$ cat config.mk
export PLATFORM = sky130hd
export DESIGN_NAME = tdm_demux_4ch
export DESIGN_NICKNAME = d
export VERILOG_FILES = /design/src/rtl/tdm_demux_4ch.sv
export SDC_FILE = /design/constraint.sdc
export NUM_CORES = 1
export LEC_CHECK = 0
export BUFFER_PORTS_ARGS = -buffer_cell sky130_fd_sc_hd__buf_2
export CORE_MARGIN = 5
export CORE_UTILIZATION = 40
export DETAILED_ROUTE_END_ITERATION = 10
export SLEW_MARGIN = 0
export SYNTH_ARGS = -nofsm -noshare
export SYNTH_HDL_FRONTEND = slang
export SYNTH_SLANG_ARGS = --single-unit
$ cat constraint.sdc
create_clock -name clk -period 3.4 [get_ports clk]
set_clock_uncertainty 0.15 [all_clocks]
set_input_delay 0.17 -clock clk [delete_from_list [all_inputs] [get_ports clk]]
set_output_delay 0.17 -clock clk [all_outputs]
set_load 0.01 [all_outputs]
$ cat src/rtl/tdm_demux_4ch.sv
// tdm_demux_4ch: receive end of a 4-slot time-division word link.
// Serial words arrive in slot order a, b, c, d, and slot 0 carries a start-of-frame
// flag. Each complete frame is presented on four parallel lanes with a one-cycle
// out_valid pulse.
// Optional feature: define TDM_DEMUX_ERRCNT_EN to add a saturating 8-bit framing
// error counter on port err_cnt.
module tdm_demux_4ch #(
  parameter int WIDTH = 4
) (
  input  logic             clk,
  input  logic             rst,
  input  logic             in_valid,
  input  logic [WIDTH-1:0] in_data,
  input  logic             in_sof,
  output logic [WIDTH-1:0] a,
  output logic [WIDTH-1:0] b,
  output logic [WIDTH-1:0] c,
  output logic [WIDTH-1:0] d,
  output logic             out_valid,
  output logic             frame_err,
  output logic [1:0]       slot
`ifdef TDM_DEMUX_ERRCNT_EN
  ,
  output logic [7:0]       err_cnt
`endif
);

  typedef enum logic {
    HUNT = 1'b0,
    RECV = 1'b1
  } state_t;

  state_t           state;
  logic [WIDTH-1:0] s0;
  logic [WIDTH-1:0] s1;
  logic [WIDTH-1:0] s2;
  logic             err_hit;

  // A framing violation happens only while synchronised: a missing SOF on
  // slot 0, or an SOF that arrives before the current frame is complete.
  always_comb begin
    err_hit = 1'b0;
    if (in_valid && (state == RECV)) begin
      if (slot == 2'd0) err_hit = !in_sof;
      else              err_hit = in_sof;
    end
  end

  // Frame sync FSM: collects slots 0..2 in shadow registers and publishes all
  // four lanes together when slot 3 arrives, so outputs never show a partial frame.
  always_ff @(posedge clk) begin
    if (rst) begin
      state     <= HUNT;
      slot      <= 2'd0;
      s0        <= '0;
      s1        <= '0;
      s2        <= '0;
      a         <= '0;
      b         <= '0;
      c         <= '0;
      d         <= '0;
      out_valid <= 1'b0;
      frame_err <= 1'b0;
    end else begin
      out_valid <= 1'b0;
      frame_err <= 1'b0;
      case (state)
        HUNT: begin
          // Non-SOF words are dropped silently until a frame start is seen.
          if (in_valid && in_sof) begin
            s0    <= in_data;
            slot  <= 2'd1;
            state <= RECV;
          end
        end
        RECV: begin
          if (in_valid) begin
            frame_err <= err_hit;
            if (in_sof) begin
              // A fresh SOF always restarts the frame, whether it was expected
              // (slot 0) or early (the partial frame is abandoned).
              s0   <= in_data;
              slot <= 2'd1;
            end else if (slot == 2'd0) begin
              slot  <= 2'd0;
              state <= HUNT;
            end else if (slot == 2'd3) begin
              a         <= s0;
              b         <= s1;
              c         <= s2;
              d         <= in_data;
              out_valid <= 1'b1;
              slot      <= 2'd0;
            end else begin
              if (slot == 2'd1) s1 <= in_data;
              else              s2 <= in_data;
              slot <= slot + 2'd1;
            end
          end
        end
        default: begin
          state <= HUNT;
          slot  <= 2'd0;
        end
      endcase
    end
  end

`ifdef TDM_DEMUX_ERRCNT_EN
  // Saturating increment: the count sticks at all-ones instead of wrapping.
  function automatic logic [7:0] sat_inc8(input logic [7:0] v);
    if (v == 8'hFF) return v;
    return v + 8'd1;
  endfunction

  // Counts every framing violation, in step with the frame_err pulse it causes.
  always_ff @(posedge clk) begin
    if (rst) begin
      err_cnt <= 8'd0;
    end else if (err_hit) begin
      err_cnt <= sat_inc8(err_cnt);
    end
  end
`endif

endmodule

# == Word-level counts from Yosys, hierarchy flattened ==
# Cells that the tools add are included.
# totals
register_bits,33
input_bits,8
output_inout_bits,20
wordCells,52
# classes
addsub,1
n_eq_ne,5
muxes,17
bitwise_logic,7
n_reduce_logical,11
# op_table
cell,count
4-bit 2-to-1 mux,3
6-bit AND reduction,2
2-bit 2-to-1 mux,5
4-bit one-hot mux with 2 select lines,1
1-bit inverter,7
1-bit 2-to-1 mux,6
2-bit inequality test (second input constant),3
5-bit AND reduction,1
5-bit OR reduction,1
2-bit one-hot mux with 2 select lines,1
4-bit OR reduction,1
3-bit AND reduction,1
2-bit by 1-bit adder with 2-bit output (second input constant),1
2-bit by 1-bit == test with 1-bit output (second input constant),1
2-bit == test (second input constant),1
1-bit logical AND,2
2-bit zero test,1
1-bit one-hot mux with 2 select lines,1
2-bit AND reduction,1
1-bit zero test,1

# == Depth between registers and ports, before layout ==
# Gate-level depths: netlist of run 1.
# depth
depth_word,6
mapped_depth,9
ltp_nobuf,7

# == Least setup slack after synthesis of run 1 ==
# OpenSTA, ideal clock, no wires.
# synth_timing
kind,flip-flop to flip-flop
from,register slot[0]
to,register s2[0]
setup_time_ps,119
arrival_ps,1595
required_ps,3131
setup_slack_ps,1535
path_stages_with_launch,8
n_path_buf,1
period_less_slack_ps,1865
cell_sequence,dfxtp_1 > inv_1 > ha_1 > inv_1 > ha_1 > or4b_1 > buf_2 > mux2i_1
# synth_via
elab_chain_cells,3
word_cells_on_any_way,7
classes_between,eq/ne (2); bitwise (3); reduce/logical (2)
# synth_lines
item,line,text
from (decl),21,output logic [1:0] slot
from (signal assigned),97,slot <= slot + 2'd1;
"2-bit by 1-bit == test with 1-bit output, or another cell as far along",95,if (slot == 2'd1) s1 <= in_data;
1-bit inverter (no source line),--,
6-bit AND reduction (no source line) *,--,
to (signal assigned),96,else s2 <= in_data;
to (decl),36,logic [WIDTH-1:0] s2;
# Every way passes the cells marked *; elsewhere a longest branch is shown, timed or not.
# A chain may end at the register's enable or synchronous reset.

# == Worst setup path in the final report of run 1 ==
# layout_timing
from,register slot[0]
to,register c[0]
# layout_via
elab_chain_cells,3
word_cells_on_any_way,4
classes_between,eq/ne (1); bitwise (1); reduce/logical (2)
# layout_lines
item,line,text
2-bit zero test,84,end else if (slot == 2'd0) begin
1-bit inverter (no source line),--,
5-bit AND reduction (no source line) *,--,
to (signal assigned),60,c <= '0;
to (signal assigned),90,c <= s2;
to (decl),17,"output logic [WIDTH-1:0] c,"
# Marks and branches as above.

==> results.cfg, run 1 <==
[synth]
synth-seq-cells = 33
ys.flop_type = dfxtp_1
synthTopCellsByArea = dfxtp_1 (50%), nand2_1 (11%), a21oi_1 (8.3%)
synth_top_area_cell = dfxtp_1
syn_inst = 151
synth_top_area_share_pct = 50.0
synth_common_cells = nand2_1 (38), dfxtp_1 (33), a21oi_1 (22)
seq_area_frac_synth_pct = 50.0
syn-num-nets = 165
ys_async_sr_fraction_pct = 0
synth.distinct_cells = 25
syn_area_per_cell_um2 = 8.76
netlist_area_um2 = 1320
yosysMostFrequentCell = nand2_1
synth_edf_count = 0
yosys_warnings = 0

[global_routing]
grt_use_total_pct = 13.3
grt_overflow_total = 0
grt_max_degree = 38
first_global_vias = 993
grt_antenna_before_repair = 0
grt_pass1_wl_um = 4520

[cells_and_area]
num-nets-final = 192
fillers = 330
synthToLayoutAreaGrowth_pct = 17.0
drive_above_1_share_pct = 19.2
n_antenna_cell = 0
multi_input_area_um2 = 599
regArea_um2 = 661

[detailed_routing]
drt-met1-wl_um = 1230
drt_wl_total_um = 2680
final_antenna_net_count = 0
vias = 1059
drtIter0Drc = 37
vias_per_cell = 4.79
post_drt_wl_per_cell_um = 12.1
drt_first_pass_iters = 4
wl_met3_um = 139
drcViolationCount = 0
routed.top_layer = met4
route.met2.wl_um = 1260

[timing]
max_freq_ghz = 0.469
min_period_ns = 2.13
rsz0062_at_grt = no
finalCritPeriodShare_pct = 62.7
timing_hold_violations_final = 0
tns_ns = 0
slew_headroom_pct = 53.0
max_slew.worst_pin.slew_ns = 0.703
finalMaxSlewViolations = 0
timing.final.ws_setup_ns = 1.27
setup_viol = 0

[worst_setup_path]
cp_data_required_time_ns = 3.44
path_max_fanout = 16
rr_worst_depth = 7
crit_type = reg2reg
cp-start-kind = flip-flop
r2r_end = c[0]$_SDFFE_PP0P_
endpoint = c[0]$_SDFFE_PP0P_
arrival_ns = 2.17
r2r_slack_ns = 1.27
rr_startpoint = slot[0]$_SDFFE_PP0P_
critPathLaunch = slot[0]$_SDFFE_PP0P_
cp-end-kind = flip-flop

[cts]
cts_buffer_depth = 2
cts_sinks = 33
h-tree-depth = 2
tritoncts = built
cts_root_buffer = clkbuf_4
clkTransAtPathRegs_ns = 0.09
clk_latency_ns = 0.32
cts_buffers = 5

[placed_design]
dp_hpwl_um = 1850
place_worst_setup_slack_ns = 1.26
io_buffers = 27
routabilityCongestion = 0.757

[pwr]
leakage_nw = 0.650
p_per_area_nw_per_um2 = 405
ir_drop_mv = 0.177

[floorplan]
dieHeight_um = 67.5
die_area_um2 = 4560
fp-row-count = 20
start_util_pct = 42.6
coreArea_um2 = 3100
ioPinCount = 28
die-width_um = 67.5

[min_path]
hp-class = in2reg

[run]
maxCapViolations = 0

[run_status]
status = completed
-- layout make-up --
| cell class | instances | share of cell area (%) |
|---|---|---|
| clock inverter | 1 | 0.323 |
| timing repair buffer | 31 | 11.3 |
| clock buffer | 5 | 2.43 |
| tap | 44 | 3.56 |
| inverter | 4 | 0.970 |
| sequential | 33 | 42.7 |
| multi-input combinational | 103 | 38.7 |
-- through the flow --
stage | power (W) | hold slack [ns] | cells | area [µm²] | utilization [%]
3_3_place_gp | 0.000440 | 0.286 | 211 | 1470 | 47.2
5_1_grt | 0.000660 | 0.0431 | 221 | 1550 | 49.9
6_report | 0.000626 | 0.0422 | 221 | 1550 | 49.9
4_1_cts | 0.000638 | 0.0329 | 221 | 1550 | 49.9
2_1_floorplan | 0.000429 | 0.156 | 151 | 1320 | -
3_5_place_dp | 0.000442 | 0.295 | 211 | 1470 | 47.2
-- routing by layer --
| layer | track usage (%) | vias to the layer above |
|---|---|---|
| met4 | 7.34 | 0 |
| met1 | 15.6 | 486 |
| met3 | 4.66 | 6 |
| met2 | 21.1 | 19 |
| met5 | 0 | - |
| li1 | - | 548 |
-- cell families (layout without fill, tap and decap cells) --
| group | after synthesis | count (layout) | share of synthesized area, % |
|---|---|---|---|
| compound gates | 25 | 25 | 9.93 |
| mux | 8 | 8 | 6.06 |
| buf+inv | 15 | 41 | 4.73 |
| flops | 33 | 33 | 50.0 |
| fa+ha+maj | 6 | 6 | 5.68 |
| simple gates | 64 | 64 | 23.7 |
-- timing repair --
item / in CTS / in global routing
setup buffers: 0 / 0
hold buffers: 4 / 0
resized for setup: 0 / 0
endpoints found under the hold margin: 10 / 0
-- worst min path at each step --
| stage | slack (ns) | endpoint | start | cells after the start |
|---|---|---|---|---|
| global placement | 0.29 | a[1]$_SDFFE_PP0P_ | s0[1]$_SDFFE_PP0P_ | 2 |
| global route | 0.04 | s0[3]$_SDFFE_PP0P_ | in_sof | 3 |
| detailed placement | 0.30 | b[1]$_SDFFE_PP0P_ | s1[1]$_SDFFE_PP0P_ | 2 |
| floorplan | 0.16 | d[0]$_SDFFE_PP0P_ | in_data[0] | 2 |
| finish | 0.04 | s0[0]$_SDFFE_PP0P_ | in_sof | 3 |
| CTS | 0.03 | s0[3]$_SDFFE_PP0P_ | in_sof | 3 |
-- where the power goes --
part	internal [W]	total (W)	switching, W
combinational	0.0000172	0.0000405	0.0000233
clock	0.0000716	0.000191	0.000119
sequential	0.000391	0.000395	0.00000421
-- flip-flops by register name, summed over array words and instances, names as in the netlist, 2 cells and up --
signal / cells
a: 4
b: 4
c: 4
d: 4
s0: 4
s1: 4
s2: 4
slot: 2
-- critical path, cell delays in order (launching register included) --
cell	delay, ns
dfxtp_1	0.39
inv_1	0.10
ha_1	0.24
inv_1	0.07
ha_1	0.16
nand4_1	0.55
nand2_1	0.25
a21oi_1	0.09
-- cells in the final DEF, fill, tap and decap left out, drive strengths merged --
cell	n
nor4	1
clkbuf	5
buf	27
dfxtp	33
clkinv	1
a311oi	1
and4b	1
and2	1
nand3	4
nor4bb	1
nor2	1
or4b	1
o21ai	1
mux2i	8
inv	4
and4	1
ha	6
dlygate4sd3	4
nand2b	12
a211oi	1
nand2	39
nand4	1
nor3b	1
a21oi	22
No activity file was read; power rests on OpenSTA's default activity.
==> run 2: changes to the inputs <==
==> constraint.sdc (replaced) <==
create_clock -name clk -period 2.1 [get_ports clk]
set_clock_uncertainty 0.15 [all_clocks]
set_input_delay 0.105 -clock clk [delete_from_list [all_inputs] [get_ports clk]]
set_output_delay 0.105 -clock clk [all_outputs]
set_load 0.01 [all_outputs]
==> run 2 against run 1 <==
Cell area increased by 6.4%. Worst setup slack lost 1.1 ns. Sequential power up 62%. Sequential share of layout area down 2.6 points. Clock power grew to 2.6 times the previous value. Fmax increased by 12%. Hold slack better by 0.078 ns.
==> results.cfg, run 2 (same netlist as run 1, synthesis figures left out) <==
[run_status]
status = completed

[cts]
cts_sinks = 33
tritoncts = built
post-cts-setup-buffers = 0
cts_buffer_depth = 2
cts_buffers = 5
clkTransAtPathRegs_ns = 0.10
cts_root_buffer = clkbuf_4
h-tree-depth = 2
clk_latency_ns = 0.33

[worst_setup_path]
crit_chain = inv_1 -> ha_1 -> inv_1 -> ha_1 -> or4b_4 -> mux2i_1
cp-start-kind = flip-flop
rr_worst_depth = 6
crit_family = simple AND/OR/NAND/NOR gates
cpMaxStageDelayCell = or4b_4
crit_type = reg2reg
cp.depth = 6
arrival_ns = 1.97
critPathBufInv = 2
path_max_fanout = 4
cp_data_required_time_ns = 2.16
slowest_delay_ns = 0.52
cp-end-kind = flip-flop

[global_routing]
grt_max_degree = 38
first_global_vias = 998
grt_overflow_total = 0
grt_pass1_wl_um = 4610
grt_use_total_pct = 13.8
grt_antenna_before_repair = 0

[cells_and_area]
utilization_pct = 53.1
n_antenna_cell = 0
fillers = 327
num-nets-final = 198
synthToLayoutAreaGrowth_pct = 24.5
drive_above_1_share_pct = 21.1
final_cell_mix = nand2_1 (38), dfxtp_1 (33), buf_2 (27)
final_common_cell = nand2_1

[min_path]
whs_path_depth = 2
hp-class = in2reg

[floorplan]
coreArea_um2 = 3100
die-width_um = 67.5
die_area_um2 = 4560
fp-row-count = 20
start_util_pct = 42.6
ioPinCount = 28
dieHeight_um = 67.5

[timing]
finalMaxSlewViolations = 0
setup_viol = 0
max_freq_ghz = 0.525
finalCritPeriodShare_pct = 90.8
max_slew.worst_pin.slew_ns = 0.573
min_period_ns = 1.91
timing_hold_violations_final = 0
tns_ns = 0
slew_headroom_pct = 61.8
rsz0062_at_grt = no

[placed_design]
io_buffers = 27
dp_hpwl_um = 1930
routabilityCongestion = 0.782

[detailed_routing]
drt_first_pass_iters = 4
drt_wl_total_um = 2800
drtIter0Drc = 70
post_drt_wl_per_cell_um = 12.2
final_antenna_net_count = 0
drcViolationCount = 0
vias = 1106
vias_per_cell = 4.83

[pwr]
internal_power_w = 0.000949
leakage_nw = 0.695
seq_power_share_pct = 53.1
p_comb_share_pct = 5.9
p_switching_w = 0.000256
power_w = 0.00121
swShare_pct = 21.2
p_per_area_nw_per_um2 = 732
ir_drop_mv = 0.337
p_clk_share_pct = 41.0

[run]
maxCapViolations = 0
run 2: path summary, 6_finish.rpt:
kind / startpoint / endpoint / slack (ns)
max: slot[0]$_SDFFE_PP0P_ / s2[1]$_SDFFE_PP0P_ / 0.19
min reg2reg: s2[1]$_SDFFE_PP0P_ / c[1]$_SDFFE_PP0P_ / 0.29
max reg2reg: slot[0]$_SDFFE_PP0P_ / s2[1]$_SDFFE_PP0P_ / 0.19
min: rst / c[1]$_SDFFE_PP0P_ / 0.12
run 2: cell type report:
class                           count  area, µm²  share of cell area, %
Clock inverter                      1       30.0                   1.82
Sequential cell                    33        661                   40.1
Inverter                            4       15.0                  0.912
Clock buffer                        7       55.1                   3.34
Tap cell                           44       55.1                   3.34
Timing Repair Buffer               37        228                   13.8
Multi-Input combinational cell    103        603                   36.6
run 2: power groups by stage:
stage | logic [W] | registers [W] | clock network (W)
after floorplan | 0.0000405 | 0.000654 | 0
after global placement | 0.0000589 | 0.000654 | 0
after detailed placement | 0.0000607 | 0.000655 | 0
after CTS | 0.0000704 | 0.000640 | 0.000514
after global routing | 0.0000791 | 0.000642 | 0.000546
final | 0.0000711 | 0.000640 | 0.000494
run 2: worst reg2reg max path, stage by stage, from the launching register on:
cell     delay (ns)
dfxtp_1        0.41
inv_1          0.10
ha_1           0.24
inv_1          0.06
ha_1           0.16
or4b_4         0.52
mux2i_1        0.14
run 2: layer usage:
metal	up-vias	track usage [%]	part of all wire, %
li1	561	-	-
met1	515	16.6	46
met2	25	21.7	48
met3	5	3.99	4.5
met4	0	8.35	1.5
met5	-	0	0
run 2: stage by stage:
step | worst slack (ns) | instance area (µm²) | hold slack [ns] | instances
global placement | 0.233 | 1490 | 0.227 | 214
detailed placement | 0.136 | 1490 | 0.233 | 214
global route | 0.0884 | 1650 | 0.133 | 229
finish | 0.194 | 1650 | 0.120 | 229
floorplan | 0.235 | 1320 | 0.0910 | 151
CTS | 0.0916 | 1640 | 0.0918 | 229
run 2: what timing repair did:
item,in CTS,in global routing
setup endpoints to repair,0,1
hold buffers,7,0
endpoints found under the hold margin,19,0
resized for setup,0,1
